**src/rtl/puf_response_collector_if.sv**
```systemverilog
// Host-side handshake bundle for the PUF response collector:
// start/challenge request, busy status and the valid/ready response transfer.
interface puf_response_collector_if;
    logic       start;
    logic [4:0] chal_base;
    logic       busy;
    logic [7:0] resp;
    logic       resp_valid;
    logic       resp_ready;

    modport master (
        output start, chal_base, resp_ready,
        input  busy, resp, resp_valid
    );

    modport slave (
        input  start, chal_base, resp_ready,
        output busy, resp, resp_valid
    );
endinterface

```
**src/rtl/puf_response_collector.sv**
```systemverilog
// Ring-oscillator PUF collector: races banks A and B once per challenge and packs eight compare bits.
// Optional PUF_TIE_FLAG_EN adds tie_mask output flagging bits that came from equal counts.
module puf_response_collector #(
    parameter int unsigned WINDOW = 255,
    parameter int unsigned SETTLE = 2
) (
    input  logic                      clk,
    input  logic                      rst_n,  // active-high despite the name
    puf_response_collector_if.slave   host,
    input  logic [7:0]                cnt_a,
    input  logic [7:0]                cnt_b,
    output logic                      cnt_clr,
    output logic                      cnt_en,
    output logic [4:0]                chal
`ifdef PUF_TIE_FLAG_EN
    ,
    output logic [7:0]                tie_mask
`endif
);

    localparam logic [7:0] WIN_LOAD    = 8'(WINDOW - 1);
    localparam logic [7:0] SETTLE_LOAD = 8'(SETTLE - 1);

    typedef enum logic [2:0] {
        IDLE,
        CLEAR,
        COUNT,
        WAIT,
        COMPARE,
        DONE
    } state_t;

    state_t     state_q, state_d;
    logic [4:0] chal_q, chal_d;
    logic [2:0] idx_q, idx_d;
    logic [7:0] timer_q, timer_d;
    logic [7:0] resp_q, resp_d;
    logic       resp_valid_q, resp_valid_d;
    logic       busy_q, busy_d;
    logic       cnt_en_q, cnt_en_d;
    logic       cnt_clr_q, cnt_clr_d;
    logic [7:0] tie_q, tie_d;

    always_comb begin
        state_d      = state_q;
        chal_d       = chal_q;
        idx_d        = idx_q;
        timer_d      = timer_q;
        resp_d       = resp_q;
        resp_valid_d = resp_valid_q;
        busy_d       = busy_q;
        cnt_en_d     = cnt_en_q;
        cnt_clr_d    = cnt_clr_q;
        tie_d        = tie_q;

        case (state_q)
            IDLE: begin
                if (host.start) begin
                    chal_d    = host.chal_base;
                    idx_d     = 3'd0;
                    resp_d    = 8'd0;
                    tie_d     = 8'd0;
                    busy_d    = 1'b1;
                    cnt_clr_d = 1'b1;
                    state_d   = CLEAR;
                end
            end
            CLEAR: begin
                cnt_clr_d = 1'b0;
                cnt_en_d  = 1'b1;
                timer_d   = WIN_LOAD;
                state_d   = COUNT;
            end
            COUNT: begin
                if (timer_q == 8'd0) begin
                    cnt_en_d = 1'b0;
                    timer_d  = SETTLE_LOAD;
                    state_d  = WAIT;
                end else begin
                    timer_d = timer_q - 8'd1;
                end
            end
            WAIT: begin
                if (timer_q == 8'd0) begin
                    state_d = COMPARE;
                end else begin
                    timer_d = timer_q - 8'd1;
                end
            end
            COMPARE: begin
                // Strict greater-than: a tie resolves to 0.
                resp_d[idx_q] = (cnt_a > cnt_b);
                tie_d[idx_q]  = (cnt_a == cnt_b);
                if (idx_q == 3'd7) begin
                    resp_valid_d = 1'b1;
                    state_d      = DONE;
                end else begin
                    idx_d     = idx_q + 3'd1;
                    chal_d    = chal_q + 5'd1;
                    cnt_clr_d = 1'b1;
                    state_d   = CLEAR;
                end
            end
            DONE: begin
                if (host.resp_ready) begin
                    resp_valid_d = 1'b0;
                    busy_d       = 1'b0;
                    state_d      = IDLE;
                end
            end
            default: begin
                state_d = IDLE;
            end
        endcase
    end

    always_ff @(posedge clk or posedge rst_n) begin
        if (rst_n) begin
            state_q      <= IDLE;
            chal_q       <= 5'd0;
            idx_q        <= 3'd0;
            timer_q      <= 8'd0;
            resp_q       <= 8'd0;
            resp_valid_q <= 1'b0;
            busy_q       <= 1'b0;
            cnt_en_q     <= 1'b0;
            cnt_clr_q    <= 1'b0;
            tie_q        <= 8'd0;
        end else begin
            state_q      <= state_d;
            chal_q       <= chal_d;
            idx_q        <= idx_d;
            timer_q      <= timer_d;
            resp_q       <= resp_d;
            resp_valid_q <= resp_valid_d;
            busy_q       <= busy_d;
            cnt_en_q     <= cnt_en_d;
            cnt_clr_q    <= cnt_clr_d;
            tie_q        <= tie_d;
        end
    end

    assign host.busy       = busy_q;
    assign host.resp       = resp_q;
    assign host.resp_valid = resp_valid_q;
    assign cnt_en          = cnt_en_q;
    assign cnt_clr         = cnt_clr_q;
    assign chal            = chal_q;

`ifdef PUF_TIE_FLAG_EN
    assign tie_mask = tie_q;
`else
    logic unused_tie;
    assign unused_tie = ^tie_q;
`endif

endmodule

```
**src/flat_wrapper.sv**
```systemverilog
// flat-port wrapper written by rule: the top's interface ports become plain ports
module puf_response_collector_flat 
#(
    parameter int unsigned WINDOW = 255,
    parameter int unsigned SETTLE = 2
)
  (clk, rst_n, cnt_a, cnt_b, cnt_clr, cnt_en, chal, host_start, host_chal_base, host_resp_ready, host_busy, host_resp, host_resp_valid);
  puf_response_collector_if host_i ();
  input  logic clk;
  input  logic rst_n;
  input  logic [7:0] cnt_a;
  input  logic [7:0] cnt_b;
  output logic cnt_clr;
  output logic cnt_en;
  output logic [4:0] chal;
  input wire logic [$bits(host_i.start)-1:0] host_start;
  input wire logic [$bits(host_i.chal_base)-1:0] host_chal_base;
  input wire logic [$bits(host_i.resp_ready)-1:0] host_resp_ready;
  output wire logic [$bits(host_i.busy)-1:0] host_busy;
  output wire logic [$bits(host_i.resp)-1:0] host_resp;
  output wire logic [$bits(host_i.resp_valid)-1:0] host_resp_valid;
  assign host_i.start = host_start;
  assign host_i.chal_base = host_chal_base;
  assign host_i.resp_ready = host_resp_ready;
  assign host_busy = host_i.busy;
  assign host_resp = host_i.resp;
  assign host_resp_valid = host_i.resp_valid;
  puf_response_collector #(.WINDOW(WINDOW), .SETTLE(SETTLE)) u_core (.clk(clk), .rst_n(rst_n), .host(host_i), .cnt_a(cnt_a), .cnt_b(cnt_b), .cnt_clr(cnt_clr), .cnt_en(cnt_en), .chal(chal));
endmodule
```
**config.mk**
```make
export PLATFORM = sky130hd
export DESIGN_NAME = puf_response_collector_flat
export DESIGN_NICKNAME = d
export VERILOG_FILES = /design/src/rtl/puf_response_collector_if.sv /design/src/rtl/puf_response_collector.sv /design/src/flat_wrapper.sv
export SDC_FILE = /design/constraint.sdc
export NUM_CORES = 1
export LEC_CHECK = 0
export CORE_MARGIN = 2
export CORE_UTILIZATION = 55
export DETAILED_ROUTE_END_ITERATION = 6
export HOLD_SLACK_MARGIN = 0.05
export PLACE_DENSITY = 0.86
export SYNTH_ARGS = -nofsm -noshare
export SYNTH_HDL_FRONTEND = slang
export SYNTH_SLANG_ARGS = --single-unit
```
**constraint.sdc**
```tcl
create_clock -name clk -period 3.25 [get_ports clk]
set_input_delay 0.8125 -clock clk [delete_from_list [all_inputs] [get_ports clk]]
set_output_delay 0.8125 -clock clk [all_outputs]
set_load 0.005 [all_outputs]
```
# --- Word-level counts from Yosys, hierarchy flattened ---
# Cells that the tools add are included.
# W data, S select, Z words.
totals:
  reg_bits: 31
  in_bits: 25
  out_inout_bits: 17
  elab_cells: 74
op_classes:
  add_sub_neg: 3
  magnitude_cmp: 3
  eq_ne: 13
  mux: 29
  reduce_logical: 17
op_table:
  columns: ["operator", "n"]
  rows:
  - ["$mux W8", 3]
  - ["$pmux W8 S3", 1]
  - ["$mux W3", 7]
  - ["$pmux W3 S6", 1]
  - ["$pmux W8 S2", 1]
  - ["$reduce_and A3 Y1", 4]
  - ["$mux W5", 2]
  - ["$pmux W5 S2", 1]
  - ["$eq A3 B3 Y1 const B", 3]
  - ["$bwmux W8", 1]
  - ["$gt A8 B8 Y1", 1]
  - ["$logic_not A8 Y1", 1]
  - ["$ne A2 B2 Y1 const B", 4]
  - ["$reduce_bool A2 Y1", 4]
  - ["$sub A8 B1 Y8 const B", 1]
  - ["$eq A3 B2 Y1 const B", 2]
  - ["$mux W1", 6]
  - ["$ne A2 B1 Y1 const B", 3]
  - ["$pmux W1 S2", 3]
  - ["$pmux W3 S2", 1]
  - ["$reduce_and A2 Y1", 3]
  - ["$reduce_bool A3 Y1", 2]
  - ["$add A5 B1 Y5 const B", 1]
  - ["$lt A3 B4 Y1 const B", 1]
  - ["8 further kinds", 8]

# --- Depth between registers and ports, before layout ---
logic_depth:
  ltp_word: 6
  ltp_mapped: 7
  mapped_depth_nobuf: 6

# --- Worst setup path after synthesis ---
# OpenSTA, ideal clock, no wires.
synth_path:
  kind: "input -> register"
  startpoint: "input port cnt_b[7]"
  endpoint: "register u_core.resp_q[0] (netlist: u_core.host.resp[0])"
  arrival_ps: 2077
  path_slack_ps: 1024
  path_stages: 6
  cell_sequence: "inv_1 -> ha_1 -> a21oi_1 -> o21ai_0 -> a2111oi_2 -> o21ai_0"
synth_between:
  elab_chain_len: 3
synth_rtl:
  columns: ["element", "line", "source"]
  rows:
  - ["from (decl)", "flat_wrapper.sv:12", "input logic [7:0] cnt_b;"]
  - ["$gt A8 B8 Y1", "puf_response_collector.sv:92", "resp_d[idx_q] = (cnt_a > cnt_b);"]
  - ["$bwmux W8", "puf_response_collector.sv:92", null]
  - ["$pmux W8 S2", "puf_response_collector.sv:56", "case (state_q)"]
  - ["to (signal assigned)", "puf_response_collector.sv:134", "resp_q <= resp_d;"]
  - ["to (decl)", "puf_response_collector.sv:37", "logic [7:0] resp_q, resp_d;"]
# Every way passes these cells.
# A chain may end at the register's enable or synchronous reset.

# --- Worst setup path in the final report ---
layout_path:
  startpoint: "input port cnt_b[7]"
  endpoint: "register u_core.resp_q[1] (netlist: u_core.host.resp[1])"
# Same word-level chain as after synthesis.

==> impl_results.md <==
- Ports: 42
- Outcome: completed
- Grt ovf: 0
- Vias per cell: ~5.7
- Critical path launch point type: input pin
- Yosys cell types: 53
- Layout cells sized above 1: 0.0781
- H-tree depth: 2
- Layout net count: roughly 300
- #FFs+latches synth: 31
- Number of global-route vias before repair: approximately 1600
- Worst Hold Class: flop to flop
- Final Total Pwr: around 1.4 mW
- CTS max path bufs: 2
- Final period util: 0.697
- MaxCap Viol Count: 0
- Post-Route WL: 4050 um
- Worst Path Arrival: 2.50 ns
- Largest stage delay, worst path: 0.45 ns
- Leakage Power: 1.05 nW
- Endpoints failing setup: 0
- Post-synthesis area per instance: between 9 and 10 sq um
- CORE AREA: roughly 3400 sq um
- Die area: approximately 4100 sq um
- Postcts setup bufs: 0
- Slowest cell on the critical path: clkdlybuf4s50_1
- Top FF cell, synth: dfrtp_1
- Max_slew headroom: 0.270
- CTS tree: yes
- Min Tclk post-route: around 2.3 ns
- Synthesis-to-layout area growth: 26.1%
- Global-route usage over all layers: 0.220
- Hold buffers post-CTS: 0
- Fillers: between 200 and 250
- Core Rows: 21
- Fmax achieved: between 400 and 500 MHz
- RSZ-0062 raised after global routing: false
- Pwr per Cell Area: between 500 and 600 nW/um^2
- Resize count post-CTS: 0
- CTS Buf Count: 5
- Syn Nets: approximately 250
- Pre-CTS setup slack: just under 0.6 ns
- Max IR drop VDD: 0.522 mV
- Post-Syn Area: 1960 sq um
- Synth async-reset ratio: 1.00
- Initial antenna violation count: 0
- Critical path capture point type: flop
- Root buffer cell: clkbuf_4
- Routed Antenna Nets: 0
- Chip width: between 60 and 70 um
- Initial core utilization: 0.577
- Setup TNS Final: 0 ns
- Critical Path, Cell by Cell: clkdlybuf4s50_1 -> inv_1 -> ha_1 -> a21oi_1 -> o21ai_0 -> a2111oi_2 -> buf_4 -> o21ai_0
- First-pass GRT wire length: 7000 um
- Endpoints failing hold: 0
- Max Slew Vio Count: 0
- HPWL after DPL: ~3000 um
- 1st-pass router iterations: 4
- Critical Path RT: between 3 and 4 ns
- Clk sinks: 31
- # DRC: 0
- Setup slack after layout: 0.985 ns
- Pin count of the biggest net entering global routing: 32
- Avg WL per Cell: between 10 and 15 um
- Number of synthesized flops with an enable pin: 0
- Hold WS: 0.509 ns
- CP most frequent cell: o21ai_0
- Clk slew on worst S/H paths: about 0.11 ns
- Register area share after synthesis: 0.396
- Post-Syn Instances: between 200 and 250
- Initial drt markers: 99
- Worst-skew pair later-pin latency: 0.35 ns
- Final Wtd Congestion: 0.881
- Crit path max fanout: 8
- PortBufs: 41
- Max Clock Skew: 0.0108 ns
- Via count: roughly 1700
- Syn. warnings: 0
- Diode count: 0
- Critical path type: input pin to flop
- Worst-margin pin slew: roughly 1.1 ns
- Die Ht: about 64 um
[cell type report]
class	count	area (sq um)	share of cell area
repair buffers	43	425	0.172
inverters	14	52.6	0.0213
well taps	46	57.6	0.0233
flip-flops and latches	31	776	0.314
clock inverters	2	35.0	0.0142
multi-input cells	160	1070	0.434
clock buffers	6	51.3	0.0208
[state kept, by name, indices dropped and copies added, names as in the netlist]
signal / cells
u_core.host.resp: 8
u_core.timer_q: 8
u_core.chal: 5
u_core.idx_q: 3
u_core.state_q: 3
u_core.cnt_clr: 1
u_core.cnt_en: 1
u_core.host.busy: 1
u_core.host.resp_valid: 1
[Yosys cell counts, drive strengths merged (2+ instances only)]
| cell | n | area [sq um] |
|---|---|---|
| clkbuf | 3 | 11.3 |
| nand3 | 13 | 65.1 |
| nor3 | 6 | 30.0 |
| a211oi | 2 | 15.0 |
| buf | 6 | 47.5 |
| ha | 13 | 163 |
| a31oi | 2 | 12.5 |
| dfrtp | 31 | 776 |
| nor3b | 3 | 32.5 |
| nand2 | 19 | 71.3 |
| o21ai | 21 | 109 |
| o22ai | 3 | 18.8 |
| a21oi | 13 | 65.1 |
| a31o | 2 | 17.5 |
| o31ai | 3 | 22.5 |
| inv | 14 | 52.6 |
| nor4 | 2 | 27.5 |
| nor2b | 6 | 37.5 |
| o211ai | 3 | 22.5 |
| nand3b | 4 | 30.0 |
| a22o | 2 | 17.5 |
| mux2i | 2 | 20.0 |
| nand4 | 5 | 31.3 |
| nand2b | 2 | 12.5 |
| nor2 | 12 | 45.0 |
[metrics by stage]
| stage | instance area [sq um] | utilization | instances |
|---|---|---|---|
| finish | 2470 | 0.728 | 302 |
| global route | 2470 | 0.728 | 302 |
| CTS | 2470 | 0.728 | 302 |
| detailed placement | 2380 | 0.702 | 294 |
| global placement | 2380 | 0.702 | 294 |
| floorplan | 1960 | - | 214 |
[metal layers]
layer	vias up	part of all wire	track usage	wire, um
li1	873	-	-	-
met1	814	0.45	0.265	1800
met2	30	0.51	0.370	2060
met3	4	0.033	0.0536	133
met4	0	0.012	0.101	47
met5	-	0	0	0
[worst paths after layout]
kind	start	endpoint	slack, ns	cells past startpoint
min in group asynchronous	rst_n	u_core.timer_q[6]	0.84	3
max reg2reg	u_core.state_q[1]	u_core.host.resp[4]	1.23	4
min reg2reg	u_core.host.resp[5]	u_core.host.resp[5]	0.51	2
max	cnt_b[7]	u_core.host.resp[1]	0.98	8
min	u_core.host.resp[5]	u_core.host.resp[5]	0.51	2
max in group asynchronous	rst_n	u_core.cnt_en	2.12	3
[cell usage in the layout (no fill, tap or decap), drive strengths merged, types with 3 or more instances in the layout]
cell	n
clkdlybuf4s50	41
dfrtp	31
o21ai	21
nand2	19
inv	14
a21oi	13
nand3	13
ha	13
nor2	12
nor3	6
nor2b	6
clkbuf	6
nand4	5
nand3b	4
o22ai	3
o211ai	3
o31ai	3
nor3b	3
[logic make-up after synthesis]
family | Yosys count | synth area share
AND/OR/NAND/NOR | 80 | 0.231
AO/OA/AOI/OAI | 64 | 0.217
flip-flops | 31 | 0.396
buffers and inverters | 23 | 0.0569
adder cells (fa/ha/maj) | 13 | 0.0831
multiplexers | 2 | 0.0102
XOR/XNOR | 1 | 0.00448
[worst max-delay path: cells and delay by family]
| kind | cells | cell delay (ns) |
|---|---|---|
| buffers and inverters | 3 | 0.69 |
| adders and majority gates | 1 | 0.29 |
| AOI/OAI and AO/OA | 4 | 0.70 |
[power by group]
part,leakage [nW],total (mW),switching [mW],internal (mW)
clock network,0.0482,0.323,0.141,0.182
logic,0.612,0.482,0.206,0.276
registers,0.386,0.634,0.148,0.486
(Power assumes the default switching activity.)
